<file path="src/rtl/fb_write_arbiter.sv">
// Write-port sequencer for the VGA frame buffer. It fills the buffer with a constant,
// gives capture absolute priority, and lets a rate-limited overlay in during a fill.
module fb_write_arbiter #(
    parameter int ADDR_W     = 18,
    parameter int FB_WORDS   = 153600,
    parameter int STARVE_MAX = 15
) (
    input  logic              dotclk,
    input  logic              reset_n,
    input  logic              cap_valid,
    input  logic [ADDR_W-1:0] cap_addr,
    input  logic              cap_data,
    input  logic              ovl_valid,
    input  logic [ADDR_W-1:0] ovl_addr,
    input  logic              ovl_data,
    output logic              ovl_ready,
    input  logic              clr_start,
    input  logic              clr_value,
    output logic [ADDR_W-1:0] waddr,
    output logic              wdata,
    output logic              wren,
    output logic              clr_busy,
    output logic              clr_done
);

    typedef enum logic {CLEAR, RUN} state_t;

    localparam logic [ADDR_W-1:0] LAST_ADDR  = ADDR_W'(FB_WORDS - 1);
    localparam logic [7:0]        STARVE_LIM = 8'(STARVE_MAX);

    state_t            state;
    logic [ADDR_W-1:0] clr_ptr;
    logic              fill;
    logic [7:0]        starve_cnt;

    logic starved;
    logic ovl_grant;
    logic clr_grant;

    // ovl_ready must never depend on ovl_valid, so the handshake cannot loop.
    assign starved   = (starve_cnt >= STARVE_LIM);
    assign ovl_ready = !cap_valid && ((state == RUN) || starved);
    assign ovl_grant = ovl_valid && ovl_ready;
    assign clr_grant = (state == CLEAR) && !cap_valid && !ovl_grant && !clr_start;

    always_ff @(posedge dotclk) begin
        if (!reset_n) begin
            state      <= CLEAR;
            clr_ptr    <= '0;
            fill       <= 1'b0;
            starve_cnt <= 8'd0;
            wren       <= 1'b0;
            waddr      <= '0;
            wdata      <= 1'b0;
            clr_busy   <= 1'b1;
            clr_done   <= 1'b0;
        end else begin
            clr_done <= 1'b0;

            if (cap_valid) begin
                wren  <= 1'b1;
                waddr <= cap_addr;
                wdata <= cap_data;
            end else if (ovl_grant) begin
                wren  <= 1'b1;
                waddr <= ovl_addr;
                wdata <= ovl_data;
            end else if (clr_grant) begin
                wren  <= 1'b1;
                waddr <= clr_ptr;
                wdata <= fill;
            end else begin
                wren <= 1'b0;
            end

            if ((state == CLEAR) && ovl_valid && !ovl_ready) begin
                if (starve_cnt != 8'hFF)
                    starve_cnt <= starve_cnt + 8'd1;
            end else begin
                starve_cnt <= 8'd0;
            end

            // A restart outranks everything, including completion of the current fill.
            if (clr_start) begin
                fill     <= clr_value;
                clr_ptr  <= '0;
                state    <= CLEAR;
                clr_busy <= 1'b1;
            end else if (clr_grant) begin
                if (clr_ptr == LAST_ADDR) begin
                    state    <= RUN;
                    clr_ptr  <= '0;
                    clr_busy <= 1'b0;
                    clr_done <= 1'b1;
                end else begin
                    clr_ptr <= clr_ptr + ADDR_W'(1);
                end
            end
        end
    end

endmodule

</file>
<file path="config.mk">
export PLATFORM = sky130hd
export DESIGN_NAME = fb_write_arbiter
export DESIGN_NICKNAME = d
export VERILOG_FILES = /design/src/rtl/fb_write_arbiter.sv
export SDC_FILE = /design/constraint.sdc
export NUM_CORES = 1
export LEC_CHECK = 0
export CAP_MARGIN = 20
export CORE_MARGIN = 4
export CORE_UTILIZATION = 35
export CTS_CLUSTER_DIAMETER = 200
export DETAILED_ROUTE_END_ITERATION = 6
export PLACE_DENSITY_LB_ADDON = 0.1
export SYNTH_ARGS = -nofsm -noshare
export SYNTH_HDL_FRONTEND = slang
export SYNTH_SLANG_ARGS = --single-unit
</file>
<file path="constraint.sdc">
create_clock -name dotclk -period 2.4 [get_ports dotclk]
set_input_delay 0.72 -clock dotclk [delete_from_list [all_inputs] [get_ports dotclk]]
set_output_delay 0.72 -clock dotclk [all_outputs]
set_load 0.01 [all_outputs]
</file>
==> results <==
- Detailed routing inserted a total of 2,124 vias.
- The hold violation total from the final report was 0.
- The total wire length after detailed routing is 6140 µm.
- The worst setup path is launched from a flip-flop.
- The worst setup path is of the flip-flop to output pin kind.
- The number of port buffers is 66.
- Setup repair after global routing could not meet its margin everywhere.
- For this run, design rule violations remaining after detail routing come to 0.
- Synthesis inferred 50 register bits.
- A synthesized cell averages 9.31 µm².
- Dividing the detail-routed wire length by the instance count gives 14.9 µm.
- The violation count after the first detailed-route iteration is 104.
- The clock passes through at most 2 buffers.
- The top-level I/O count is 67.
- The worst clock skew is 0.00632 ns.
- The clock period could shrink to 2.32 ns.
- Once detailed placement completed, the half-perimeter wirelength came to 4660 µm.
- In this run the register-to-register setup slack is 0.20 ns.
- After clock tree synthesis, the flow added hold-fix buffers numbering 0.
- Entering global routing, the biggest net connects 20 pins.
- The ratio of cells with drive above 1 in the final layout is 0.134.
- The repair_antennas step left the layout with diodes totalling 0.
- At the later pin of the worst-skew pair, clock insertion delay measures 0.30 ns.
- The TritonCTS clock tree is built.
- The final number of setup-violating endpoints is 0.
- The initial utilization of the core area, before any placement, comes to 0.367.
- For this run, the post-layout net count is 382.
- The count of TritonRoute iterations in the first routing pass is 6.
- The power per standard cell area is 462 nW/µm².
- The number of cells on the worst reg-to-reg path is 8.
- The floorplan row count is 29.
- The fmax is 431 MHz.
- The first-pass GRT wire length is 10,300 µm.
- In the finished design, the share of the clock period the worst path needs comes to 0.967.
- The clock buffer count from CTS is 5.
- The floorplan step defined a die boundary enclosing 8190 µm².
- The cell at the root of the clock tree is sky130_fd_sc_hd__clkbuf_8.
- Counting the fill cells in the layout gives 631.
- The die is 90.5 µm tall.
- Yosys mapped a number of flops with a built-in enable equal to 0.
- The worst voltage drop across the vdd grid is 0.244 mV.
- For hold timing, the worst endpoint is clr_busy.
- After clock tree synthesis, the clock-pin slew on the worst setup and hold paths is 0.08 ns.
- The via count of the first global-routing pass is 2,087.
- The flow ran to the end, and the final reports show no timing, DRC or antenna violations.
- The min-delay analysis places its worst path in the category flip-flop to flip-flop.
- The leakage component of the power is 1.16 nW.
- The tightest slew margin relative to the limit is 0.516.
- For the worst setup path, the data required time is 1.68 ns.
- The count of maximum capacitance violations is 0.
- Once detail routing completed, the nets flagged for antenna violations numbered 0.
- For the pin with the worst max-slew slack, the measured transition is 0.726 ns.
- The placed standard-cell area is 3240 µm².
- The number of antenna violations at the first check in global routing is 0.
- The cell count after placement is 405.
- Synthesis produced a netlist with a net count of 302.
- The worst register-to-register path begins at starve_cnt[0].
- The number of distinct standard cells referenced by the synthesized netlist is 41.
- The count of synthesis-stage warnings from yosys is 0.
- The most used flip-flop cell after synthesis is sky130_fd_sc_hd__dfxtp_1.
- The sequential fraction of the synthesis area is 0.420.
- In this run the critical register-to-register path is captured at waddr[1].
- The fraction of synthesis flops using an asynchronous set or reset pin is 0.
- The mean number of vias per cell is 5.16.
- The hold path startpoint is clr_busy.
- In this run the horizontal extent of the chip is 90.5 µm.
- The non-filler instance count after layout is 412.
- Counting instances, the worst hold path has a depth of 1.
- Clock tree synthesis found a total of 50 sinks.
- The finished cells cover 3350 µm².
- After floorplanning, the core was sized to cover 6490 µm².
- Counting every instance in the synthesized netlist gives 256.
- Relative to the synthesized area, the layout overhead comes to 40.7%.
- The overall routing resource usage is 0.153.
- For this run the aggregate overflow at the end of global routing stands at 0.
- The number of H-tree levels is 2.
- The synthesized netlist occupies a cell area of 2380 µm².
- Routability-driven placement finished with a final weighted congestion of 0.773.
- The endpoint type of the worst setup path is an output pin.
- The count of pins over their slew limit is 0.
- The maximum fanout along the worst path is 3.
- At the worst endpoint, the arrival time is 1.60 ns.
==> report_power, final <==
part | leakage, nW | switching [mW] | internal (mW) | total (mW)
clock | 0.0431 | 0.266 | 0.223 | 0.489
sequential | 0.407 | 0.0119 | 0.850 | 0.862
combinational | 0.709 | 0.0712 | 0.127 | 0.198
total | 1.16 | 0.349 | 1.20 | 1.55
==> synth_stat cells (3+ instances only) <==
cell,n,area (µm²)
sky130_fd_sc_hd__nor4_1,3,18.8
sky130_fd_sc_hd__nand2b_1,3,18.8
sky130_fd_sc_hd__nand4_1,11,68.8
sky130_fd_sc_hd__and2_1,5,31.3
sky130_fd_sc_hd__dfxtp_1,50,1000
sky130_fd_sc_hd__a21oi_1,8,40.0
sky130_fd_sc_hd__nor2_1,30,113
sky130_fd_sc_hd__o21ai_0,12,60.1
sky130_fd_sc_hd__inv_1,3,11.3
sky130_fd_sc_hd__mux2i_1,20,200
sky130_fd_sc_hd__nand3_1,10,50.1
sky130_fd_sc_hd__and3_1,5,31.3
sky130_fd_sc_hd__xnor2_1,4,35.0
sky130_fd_sc_hd__clkbuf_1,6,22.5
sky130_fd_sc_hd__buf_2,3,15.0
sky130_fd_sc_hd__nand2_1,8,30.0
sky130_fd_sc_hd__a22oi_1,19,143
sky130_fd_sc_hd__o21ai_2,10,87.6
sky130_fd_sc_hd__nor3_1,7,35.0
sky130_fd_sc_hd__xor2_1,12,105
sky130_fd_sc_hd__buf_6,3,33.8
==> cells by family after synthesis <==
| logic type | count (synthesis) | synth area share |
|---|---|---|
| muxes | 20 | 0.0840 |
| adders and majority gates | 2 | 0.0105 |
| AOI/OAI and AO/OA | 57 | 0.174 |
| buffers and inverters | 18 | 0.0409 |
| and+or+nand+nor | 93 | 0.212 |
| DFF | 50 | 0.420 |
| xor gates and xnor gates | 16 | 0.0588 |
==> stage by stage <==
stage          total power, mW  TNS [ns]  worst slack (ns)  hold WS, ns   util
2_1_floorplan            0.945         0             0.147        0.466      -
3_3_place_gp              1.08     -4.75            -0.234        0.449  0.498
3_5_place_dp              1.08     -5.07            -0.254        0.445  0.498
4_1_cts                   1.57         0            0.0364        0.470  0.516
5_1_grt                   1.62  -0.00850          -0.00850        0.500  0.516
6_report                  1.55         0            0.0793        0.464  0.516
==> final cells by class <==
class / instances / area, µm² / share of cell area
timing repair buffer: 88 / 862 / 0.257
tap: 77 / 96.3 / 0.0287
sequential: 50 / 1000 / 0.299
inverter: 3 / 11.3 / 0.00336
clock buffer: 6 / 82.6 / 0.0246
multi-input combinational: 188 / 1300 / 0.387
==> how the worst max path moves through the flow <==
stage,startpoint,endpoint,depth (start not counted)
after floorplan,clr_start,clr_ptr[16],6
after global placement,cap_valid,waddr[4],5
after detailed placement,cap_valid,waddr[7],5
after CTS,starve_cnt[0],ovl_ready,5
after global routing,clr_start,clr_ptr[16],6
final,starve_cnt[0],ovl_ready,5
==> critical path, stage by stage (launching register included) <==
cell and delay [ns]:
sky130_fd_sc_hd__dfxtp_2 0.34, sky130_fd_sc_hd__ha_2 0.19, sky130_fd_sc_hd__and3_4 0.19, sky130_fd_sc_hd__nor4_2 0.22, sky130_fd_sc_hd__nor2_1 0.08, sky130_fd_sc_hd__dlygate4sd2_1 0.29
==> what timing repair did <==
action                                  CTS  global route
pin swaps                                 1             0
resized for setup                         4             1
cloned                                    0             0
buffers inserted                          1             0
endpoints found under the setup margin   20             2
==> flip-flops by register name (all words and copies together) (netlist names) <==
register / cells
clr_busy: 1
waddr: 18
clr_ptr: 18
state: 1
starve_cnt: 8
fill: 1
wdata: 1
wren: 1
clr_done: 1
==> layer usage <==
| layer | track usage | wire length, µm | vias up |
|---|---|---|---|
| li1 | - | - | 1093 |
| met1 | 0.210 | 3060 | 976 |
| met2 | 0.238 | 2650 | 47 |
| met3 | 0.0333 | 341 | 8 |
| met4 | 0.0497 | 77 | 0 |
| met5 | 0 | 0 | - |
==> cell usage in the layout, fill, tap and decap left out, types with 4 or more instances in the layout <==
cell,count
sky130_fd_sc_hd__clkdlybuf4s50_1,65
sky130_fd_sc_hd__dfxtp_1,49
sky130_fd_sc_hd__nor2_1,30
sky130_fd_sc_hd__mux2i_1,20
sky130_fd_sc_hd__a22oi_1,19
sky130_fd_sc_hd__buf_4,19
sky130_fd_sc_hd__xor2_1,12
sky130_fd_sc_hd__o21ai_0,12
sky130_fd_sc_hd__nand4_1,11
sky130_fd_sc_hd__nand3_1,10
sky130_fd_sc_hd__o21ai_2,10
sky130_fd_sc_hd__nand2_1,8
sky130_fd_sc_hd__a21oi_1,8
sky130_fd_sc_hd__nor3_1,7
sky130_fd_sc_hd__clkbuf_8,6
sky130_fd_sc_hd__and2_1,5
sky130_fd_sc_hd__and3_1,4
sky130_fd_sc_hd__xnor2_1,4
(Power assumes the default switching activity.)
